**src/rtl/md_frame_assembler.sv**
```systemverilog
// Byte-serial deframer: sync hunt, 8 LSB-first payload bytes, XOR checksum, one-entry 64-bit output buffer.
// Frame result (load or error pulse) appears one cycle after the checksum byte; input is never backpressured.
module md_frame_assembler #(
  parameter logic [7:0] SYNC_BYTE = 8'hA5,
  parameter int         TIMEOUT   = 16,
  parameter int         CNT_W     = 16
) (
  input  logic             clk,
  input  logic             rst,
  input  logic [7:0]       in_byte,
  input  logic             in_valid,
  output logic [63:0]      frame_data,
  output logic             frame_valid,
  input  logic             frame_ready,
  output logic             err_checksum,
  output logic             err_timeout,
  output logic             err_overflow,
  output logic [CNT_W-1:0] good_count,
  output logic [CNT_W-1:0] drop_count
);

  typedef enum logic [1:0] {HUNT, PAYLOAD, CHECK} state_t;

  localparam int GAP_W = $clog2(TIMEOUT + 1);
  localparam logic [GAP_W-1:0] GAP_LAST = GAP_W'(TIMEOUT - 1);
  localparam logic [CNT_W-1:0] CNT_MAX = '1;

  state_t      state;
  logic [2:0]  idx;
  logic [7:0]  csum;
  logic [63:0] shreg;
  logic [GAP_W-1:0] gap;

  always_ff @(posedge clk) begin
    if (rst) begin
      state        <= HUNT;
      idx          <= 3'd0;
      csum         <= 8'd0;
      shreg        <= 64'd0;
      gap          <= '0;
      frame_data   <= 64'd0;
      frame_valid  <= 1'b0;
      err_checksum <= 1'b0;
      err_timeout  <= 1'b0;
      err_overflow <= 1'b0;
      good_count   <= '0;
      drop_count   <= '0;
    end else begin
      err_checksum <= 1'b0;
      err_timeout  <= 1'b0;
      err_overflow <= 1'b0;
      // A load below on the same edge overrides this pop.
      if (frame_valid && frame_ready) frame_valid <= 1'b0;

      case (state)
        HUNT: begin
          gap <= '0;
          if (in_valid && in_byte == SYNC_BYTE) begin
            state <= PAYLOAD;
            idx   <= 3'd0;
            csum  <= 8'd0;
          end
        end
        PAYLOAD, CHECK: begin
          if (in_valid) begin
            gap <= '0;
            if (state == PAYLOAD) begin
              shreg[{idx, 3'b000} +: 8] <= in_byte;
              csum <= csum ^ in_byte;
              idx  <= idx + 3'd1;
              if (idx == 3'd7) state <= CHECK;
            end else begin
              state <= HUNT;
              if (in_byte == csum) begin
                if (!frame_valid || frame_ready) begin
                  frame_data  <= shreg;
                  frame_valid <= 1'b1;
                  if (good_count != CNT_MAX) good_count <= good_count + 1'b1;
                end else begin
                  err_overflow <= 1'b1;
                  if (drop_count != CNT_MAX) drop_count <= drop_count + 1'b1;
                end
              end else begin
                err_checksum <= 1'b1;
                if (drop_count != CNT_MAX) drop_count <= drop_count + 1'b1;
              end
            end
          end else if (gap == GAP_LAST) begin
            // This idle cycle would bring the gap count to TIMEOUT: abandon the frame.
            err_timeout <= 1'b1;
            if (drop_count != CNT_MAX) drop_count <= drop_count + 1'b1;
            state <= HUNT;
            gap   <= '0;
          end else begin
            gap <= gap + 1'b1;
          end
        end
        default: state <= HUNT;
      endcase
    end
  end

endmodule
```
**config.mk**
```make
export PLATFORM = sky130hd
export DESIGN_NAME = md_frame_assembler
export DESIGN_NICKNAME = d
export VERILOG_FILES = /design/src/rtl/md_frame_assembler.sv
export SDC_FILE = /design/constraint.sdc
export NUM_CORES = 1
export LEC_CHECK = 0
export CAP_MARGIN = 20
export CORE_ASPECT_RATIO = 2
export CORE_UTILIZATION = 30
export DETAILED_ROUTE_END_ITERATION = 10
export HOLD_SLACK_MARGIN = 0.06
export RECOVER_POWER = 25
export SYNTH_ARGS = -nofsm -noshare
export SYNTH_HDL_FRONTEND = slang
export SYNTH_SLANG_ARGS = --single-unit
export TNS_END_PERCENT = 1
```
**constraint.sdc**
```tcl
create_clock -name clk -period 4.8 [get_ports clk]
set_input_delay 0.72 -clock clk [delete_from_list [all_inputs] [get_ports clk]]
set_output_delay 0.72 -clock clk [all_outputs]
set_load 0.02 [all_outputs]
```
==> reports/results.ini, run 1 <==
[finish]
final_cell_mix=182 x dfxtp_1, 144 x nor2_1, 114 x mux2i_1
nets=912
diodes=0
final_common_cell=dfxtp_1
final_cells=1235
finalInstanceArea_um2=9480
syn2layout_area_growth_pct=26.9
drive_above_1_share=0.0698

[place]
dpl_cell_area_um2=8880
place.gp.congestion=0.777
dp_hpwl_um=13100
placedCellCount=1203
port_buffers=111
dpl_worst_slack_ps=1050

[clock_tree]
clkLatencyLatePin_ps=440
cts_tree=built
clkTransAtPathRegs_ps=70
htreeDepth=4
cts_buffer_depth=2
cts_buffers=17
post-cts-setup-buffers=0
cts-root-buf=clkbuf_16
cts_resized=0
cts.sinks=182
holdBufCountCts=0

[power_and_ir_drop]
powerDensity_nw_per_um2=319
static-leakage-power_nw=3.93
ir_worst_vdd_mv=0.181

[detailed_routing]
wl_met2_um=10400
vias_per_cell=4.82
drt-met1-wl_um=7490
ant_nets=0
drt_wl_total_um=19100
vias=5953
drc=0
wire_per_inst_um=15.5
dr.pass1.iters=4
route.met3.wl_um=547
drtIter0Drc=315
highest_layer=met4

[critical_path]
reg2reg_to=frame_data[4]$_SDFFE_PP0P_
r2r_slack_ps=1790
reg2reg_from=state[0]$_SDFFE_PP0P_
start_kind=primary input
r2r_cells=7
crit_required_ps=5000
path_max_fanout=115
end_kind=flip-flop
cp.arrival_ps=3870
path_class=in2reg

[timing]
whs_ps=456
slew_violations=75
layout_setup_ws_ps=1130
fin_crit_ps=3670
setup_violations=0
worst_pin_slew_ps=3200
period_share=0.764
hold_viol=0
finClkSkew_ps=6.70
fmax_ghz=0.273
fin_tns_setup_ps=0
max_slew_margin=-1.13
rsz0062_at_grt=no

[status]
run_status=finished, violations left
violations=max-capacitance violations, max-slew violations

[hold_path]
hp-class=reg2reg
hp-start=shreg[10]$_SDFFE_PP0P_
worstHoldEndpoint=shreg[10]$_SDFFE_PP0P_
hold_path_depth=2

[grt]
grt_overflow_total=0
antenna_found_initial=1
grt_pass1_wl_um=30000
grt_max_degree=116
gr-usage-all-layers=0.155
grt_pass1_vias=5602

[floorplanning]
ios=112
die_h_um=225
start_util=0.306
rows=81
dieArea_um2=25600
die_w_um=114
coreArea_um2=24400

[synthesis]
ys_seq_area_frac=0.488
synth_top_area_share=0.488
yosys_warnings=0
synth_edf_count=0
synth_largest_area_cell=dfxtp_1
yosys-top-cells-area=dfxtp_1 49%, mux2i_1 15%, nor2_1 7.2%
ys_ff_latch=182
synthCells=802
synth_cell_types=47
synthesis.nets=824
avgSynthCellArea_um2=9.31
ys.flop_type=dfxtp_1
netlist_area_um2=7470
async_reset_ff_frac=0

[flow_run]
max_cap_viol_count=1

logic make-up (layout without fill, tap and decap cells):
| logic type | count (synthesis) | after routing | synth area share |
|---|---|---|---|
| and+or+nand+nor | 313 | 313 | 0.207 |
| adders and majority gates | 10 | 10 | 0.0168 |
| DFF | 182 | 182 | 0.488 |
| AOI/OAI and AO/OA | 102 | 102 | 0.0799 |
| buffers and inverters | 67 | 168 | 0.0369 |
| xor gates and xnor gates | 8 | 8 | 0.00938 |
| muxes | 120 | 120 | 0.162 |
cell usage after synthesis (10+ instances only):
master	number
a21oi_1	57
buf_2	13
clkbuf_1	41
dfxtp_1	182
ha_1	10
inv_1	11
mux2i_1	114
nand2_1	34
nand3_1	32
nand4_1	19
nor2_1	144
o21ai_0	17
o31ai_1	18
or4_1	20
final cells by class:
| type | count | area, um^2 |
|---|---|---|
| Clock buffer | 19 | 453 |
| Clock inverter | 13 | 151 |
| Fill cell | 2490 | 14900 |
| Inverter | 12 | 45.0 |
| Multi-Input combinational cell | 553 | 3560 |
| Sequential cell | 182 | 3640 |
| Tap cell | 332 | 415 |
| Timing Repair Buffer | 124 | 1210 |
metal layers:
layer  GRT usage  up-vias
met2       0.288      103
met5           0        -
met4      0.0883        0
met3      0.0307       36
li1            -     2996
met1       0.157     2818
stage by stage:
| stage | power (mW) | util |
|---|---|---|
| after floorplan | 1.60 | - |
| after global placement | 1.64 | 0.363 |
| after detailed placement | 1.64 | 0.363 |
| after CTS | 3.07 | 0.388 |
| after global routing | 3.13 | 0.388 |
| final | 3.02 | 0.388 |
registers in the layout, indices dropped and copies added (netlist names):
signal        flops
frame_data       64
err_checksum      1
err_timeout       1
state             2
good_count       16
frame_valid       1
gap               5
err_overflow      1
idx               3
csum              8
drop_count       16
shreg            64
worst max-delay path by stage:
stage / from / to / slack, ps / cells after the start
finish: rst / shreg[18]$_SDFFE_PP0P_ / 1130 / 3
global route: rst / shreg[18]$_SDFFE_PP0P_ / 720 / 3
CTS: in_byte[0] / frame_data[0]$_SDFFE_PP0P_ / 1520 / 7
detailed placement: in_byte[0] / frame_data[0]$_SDFFE_PP0P_ / 1050 / 7
global placement: in_byte[0] / frame_data[58]$_SDFFE_PP0P_ / 1120 / 7
floorplan: in_byte[1] / good_count[8]$_SDFFE_PP0P_ / 2230 / 7
report_power, final:
part	internal, mW	switching [mW]	total, mW	leakage (nW)
clock	0.801	0.619	1.42	0.296
sequential	1.51	0.00134	1.51	1.47
combinational	0.0246	0.0659	0.0905	2.17
total	2.34	0.687	3.02	3.93
critical path, cell delays in order:
cell and delay [ps]:
buf_6 610, clkbuf_1 2320, nor2_1 170
Note: power is estimated with default switching activity, not from simulation.
==> inputs of run 2 (changes only) <==
==> constraint.sdc (replaced) <==
create_clock -name clk -period 3.8 [get_ports clk]
set_input_delay 0.57 -clock clk [delete_from_list [all_inputs] [get_ports clk]]
set_output_delay 0.57 -clock clk [all_outputs]
set_load 0.02 [all_outputs]
==> reports/results.ini, run 2 (same netlist as run 1, synthesis figures left out) <==
[floorplanning]
die_h_um=225
dieArea_um2=25600
rows=81
die_w_um=114
coreArea_um2=24400
ios=112
start_util=0.306

[hold_path]
hp-class=reg2reg
worstHoldEndpoint=shreg[11]$_SDFFE_PP0P_
hold_path_depth=2
hp-start=shreg[11]$_SDFFE_PP0P_

[power_and_ir_drop]
static-leakage-power_nw=3.97
p_total_mw=3.90
ir_worst_vdd_mv=0.255
powerDensity_nw_per_um2=410

[place]
place.gp.congestion=0.764
dp_hpwl_um=13600
port_buffers=111
dpl_worst_slack_ps=633
dpl_cell_area_um2=8910

[critical_path]
end_kind=flip-flop
crit_required_ps=4090
reg2reg_to=frame_data[15]$_SDFFE_PP0P_
path_class=in2reg
start_kind=primary input
r2r_cells=7
reg2reg_from=state[1]$_SDFFE_PP0P_
path_max_fanout=146
cp.arrival_ps=3260
r2r_slack_ps=1050
worstSetupStartpoint=rst

[detailed_routing]
highest_layer=met4
dr.pass1.iters=4
drt-met1-wl_um=7670
wire_per_inst_um=16.1
drtIter0Drc=383
drc=0
drt_wl_total_um=19900
wl_met2_um=11300
route.met3.wl_um=509
ant_nets=0
vias_per_cell=4.87
vias=6028

[clock_tree]
clkTransAtPathRegs_ps=60
cts_buffer_depth=2
holdBufCountCts=0
cts.sinks=182
cts_resized=0
cts_buffers=17
htreeDepth=4
post-cts-setup-buffers=0
clkLatencyLatePin_ps=430
cts_tree=built
cts-root-buf=clkbuf_16

[timing]
rsz0062_at_grt=no
fin_tns_setup_ps=0
fmax_ghz=0.337
max_slew_margin=-0.739
fin_crit_ps=2970
period_share=0.781
hold_viol=0
slew_violations=147
worst_pin_slew_ps=2610
finClkSkew_ps=15.0
layout_setup_ws_ps=834
setup_violations=0

[status]
violations=max-capacitance violations, max-slew violations
run_status=finished, violations left

[flow_run]
max_cap_viol_count=1

[finish]
finalInstanceArea_um2=9520
syn2layout_area_growth_pct=27.5
drive_above_1_share=0.0696
reg_top3=frame_data (64), shreg (64)
diodes=0
final_common_cell=dfxtp_1
nets=915
final_cell_mix=182 x dfxtp_1, 144 x nor2_1, 114 x mux2i_1

[grt]
grt_pass1_vias=5597
antenna_found_initial=0
grt_overflow_total=0
grt_pass1_wl_um=30900
grt_max_degree=147
gr-usage-all-layers=0.160

[run 2: cell types whose count changed in the layout (fill, tap and decap cells not counted), moves of 2 or more]
| cell | before | now |
|---|---|---|
| bufinv_16 | 2 | 4 |
| clkinv_4 | 5 | 0 |
| clkbuf_1 | 1 | 3 |
| buf_4 | 12 | 15 |
[run 2: power breakdown]
group	switching [mW]	leakage [nW]	internal (mW)
registers	0.00166	1.47	1.91
clock network	0.738	0.304	1.13
logic	0.0856	2.20	0.0323
[run 2: worst max-delay path: stages]
cell and delay (ps):
buf_2 1830, buf_4 660, nor2_1 110
[run 2: how the worst max path moves through the flow]
stage,endpoint,slack [ps],cells past startpoint
3_3_place_gp,good_count[8]$_SDFFE_PP0P_,660,6
2_1_floorplan,good_count[8]$_SDFFE_PP0P_,1380,7
3_5_place_dp,good_count[8]$_SDFFE_PP0P_,630,6
4_1_cts,good_count[8]$_SDFFE_PP0P_,1100,6
5_1_grt,shreg[60]$_SDFFE_PP0P_,560,3
6_report,shreg[57]$_SDFFE_PP0P_,830,3
[run 2: routing by layer]
layer | vias up | GRT usage
met5 | - | 0
met4 | 0 | 0.0658
met3 | 18 | 0.0299
met2 | 117 | 0.310
met1 | 2889 | 0.163
li1 | 3004 | -
[run 2: final cells by class]
type / count / area, um^2
Clock buffer: 22 / 464
Clock inverter: 9 / 149
Fill cell: 2403 / 14900
Inverter: 12 / 45.0
Multi-Input combinational cell: 553 / 3560
Sequential cell: 182 / 3640
Tap cell: 332 / 415
Timing Repair Buffer: 127 / 1240
[run 2: stage by stage]
step,util,instances,hold slack [ps]
after CTS,0.390,1237,455
after detailed placement,0.365,1206,446
after global placement,0.365,1206,438
after floorplan,-,802,406
after global routing,0.390,1237,476
final,0.390,1237,451
==> inputs of run 3 (changes only) <==
==> constraint.sdc (replaced) <==
create_clock -name clk -period 2.6 [get_ports clk]
set_input_delay 0.39 -clock clk [delete_from_list [all_inputs] [get_ports clk]]
set_output_delay 0.39 -clock clk [all_outputs]
set_load 0.02 [all_outputs]
==> reports/results.ini, run 3 (same netlist as run 1, synthesis figures left out) <==
[status]
run_status=finished clean

[finish]
syn2layout_area_growth_pct=30.7
diodes=0
multiInputGateArea_um2=3560
final_cell_mix=182 x dfxtp_1, 144 x nor2_1, 114 x mux2i_1
drive_above_1_share=0.0985
finalInstanceArea_um2=9760
utilization=0.400
fillCellCount=2438
final_common_cell=dfxtp_1
reg_top3=frame_data (64), shreg (64)
nets=944
seqCellArea_um2=3640
final_cells=1266

[detailed_routing]
vias_per_cell=4.85
vias=6137
ant_nets=0
drt_wl_total_um=19800
wire_per_inst_um=15.7
drtIter0Drc=261
drc=0
dr.pass1.iters=6

[critical_path]
endpoint=good_count[0]$_SDFFE_PP0P_
cp_num_buf_inv=2
crit_required_ps=2970
cp.arrival_ps=2820
cpPeakStageDelay_ps=740
cp_num_cells=7
path_max_fanout=29
worstSetupStartpoint=in_byte[2]
end_kind=flip-flop
reg2reg_to=good_count[0]$_SDFFE_PP0P_
reg2reg_from=state[1]$_SDFFE_PP0P_
slowest_stage=or4b_4
critical_path.cell_chain=dlygate4sd3_1 -> xnor2_1 -> nand4_1 -> or4b_4 -> buf_4 -> or3_1 -> a21oi_1
start_kind=primary input
r2r_cells=8
crit_family=simple AND/OR/NAND/NOR gates
path_class=in2reg
r2r_slack_ps=170

[clock_tree]
clkTransAtPathRegs_ps=70
cts_tree=built
htreeDepth=4
cts_resized=0
cts_buffers=17
post-cts-setup-buffers=0
holdBufCountCts=0
cts.sinks=182
cts-root-buf=clkbuf_16
clkLatencyLatePin_ps=440
cts_buffer_depth=2

[flow_run]
max_cap_viol_count=0

[grt]
gr-usage-all-layers=0.160
grt_overflow_total=0
antenna_found_initial=0
grt_pass1_wl_um=31000
grt_max_degree=85
grt_pass1_vias=5827

[power_and_ir_drop]
p_seq_frac=0.491
swShare=0.217
p_sw_mw=1.23
internal_power_mw=4.45
powerDensity_nw_per_um2=583
static-leakage-power_nw=4.09
clkPwrFrac=0.476
power_frac_comb=0.033
ir_worst_vdd_mv=0.546

[floorplanning]
coreArea_um2=24400
rows=81
start_util=0.306
ios=112
die_h_um=225
dieArea_um2=25600
die_w_um=114

[place]
placedCellCount=1235
place.gp.congestion=0.780
dp_hpwl_um=13900
port_buffers=111
dpl_cell_area_um2=9150
dpl_worst_slack_ps=-259

[timing]
period_share=0.942
slew_violations=0
setup_violations=0
hold_viol=0
fin_crit_ps=2450
layout_setup_ws_ps=150
worst_pin_slew_ps=657
rsz0062_at_grt=no
max_slew_margin=0.562
fmax_ghz=0.408
finClkSkew_ps=7.14

[hold_path]
hp-start=rst
hp-class=in2reg

-- run 3: cell count changes in the layout (fill, tap and decap cells not counted), moves of 2 or more --
cell | previous run | this run
clkinv_2 | 4 | 2
buf_12 | 1 | 3
clkinvlp_4 | 0 | 4
buf_4 | 15 | 41
clkbuf_8 | 2 | 0
-- run 3: final cells by class --
cell class / count / area share
sequential: 182 / 0.373
clock buffer: 19 / 0.0444
multi-input combinational: 553 / 0.365
clock inverter: 12 / 0.0182
tap: 332 / 0.0426
inverter: 12 / 0.00461
timing repair buffer: 156 / 0.152
-- run 3: metrics by stage --
step	power, mW	TNS [ps]	hold slack [ps]
after global routing	5.90	0	439
after floorplan	2.96	0	406
after CTS	5.78	0	408
final	5.69	0	423
after detailed placement	3.05	-13940	444
after global placement	3.05	-13970	437
-- run 3: how the worst min path moves through the flow --
stage	depth (start not counted)	end	slack (ps)
after floorplan	1	err_timeout$_SDFF_PP0_	410
after global placement	2	shreg[10]$_SDFFE_PP0P_	440
after detailed placement	2	shreg[11]$_SDFFE_PP0P_	440
after CTS	2	idx[1]$_SDFFE_PP0P_	410
after global routing	2	idx[1]$_SDFFE_PP0P_	440
final	2	gap[0]$_SDFFE_PP0P_	420
-- run 3: worst register-to-register path: cells and delay by family (launching register included) --
kind / cells / cell delay [ps]
AOI/OAI and AO/OA: 1 / 130
adders and majority gates: 1 / 230
buffers and inverters: 3 / 480
DFF: 1 / 360
and+or+nand+nor: 3 / 1160
-- run 3: power groups by stage --
stage	sequential (mW)	combinational [mW]	clock, mW
2_1_floorplan	2.86	0.101	0
3_3_place_gp	2.86	0.191	0
3_5_place_dp	2.86	0.192	0
4_1_cts	2.79	0.193	2.79
5_1_grt	2.79	0.205	2.91
6_report	2.79	0.190	2.71
-- run 3: routing by layer --
metal	track usage	vias up	wire (um)
met4	0.106	0	1010
met1	0.159	2904	7440
li1	-	3056	-
met3	0.0301	54	519
met5	0	-	0
met2	0.298	123	10900
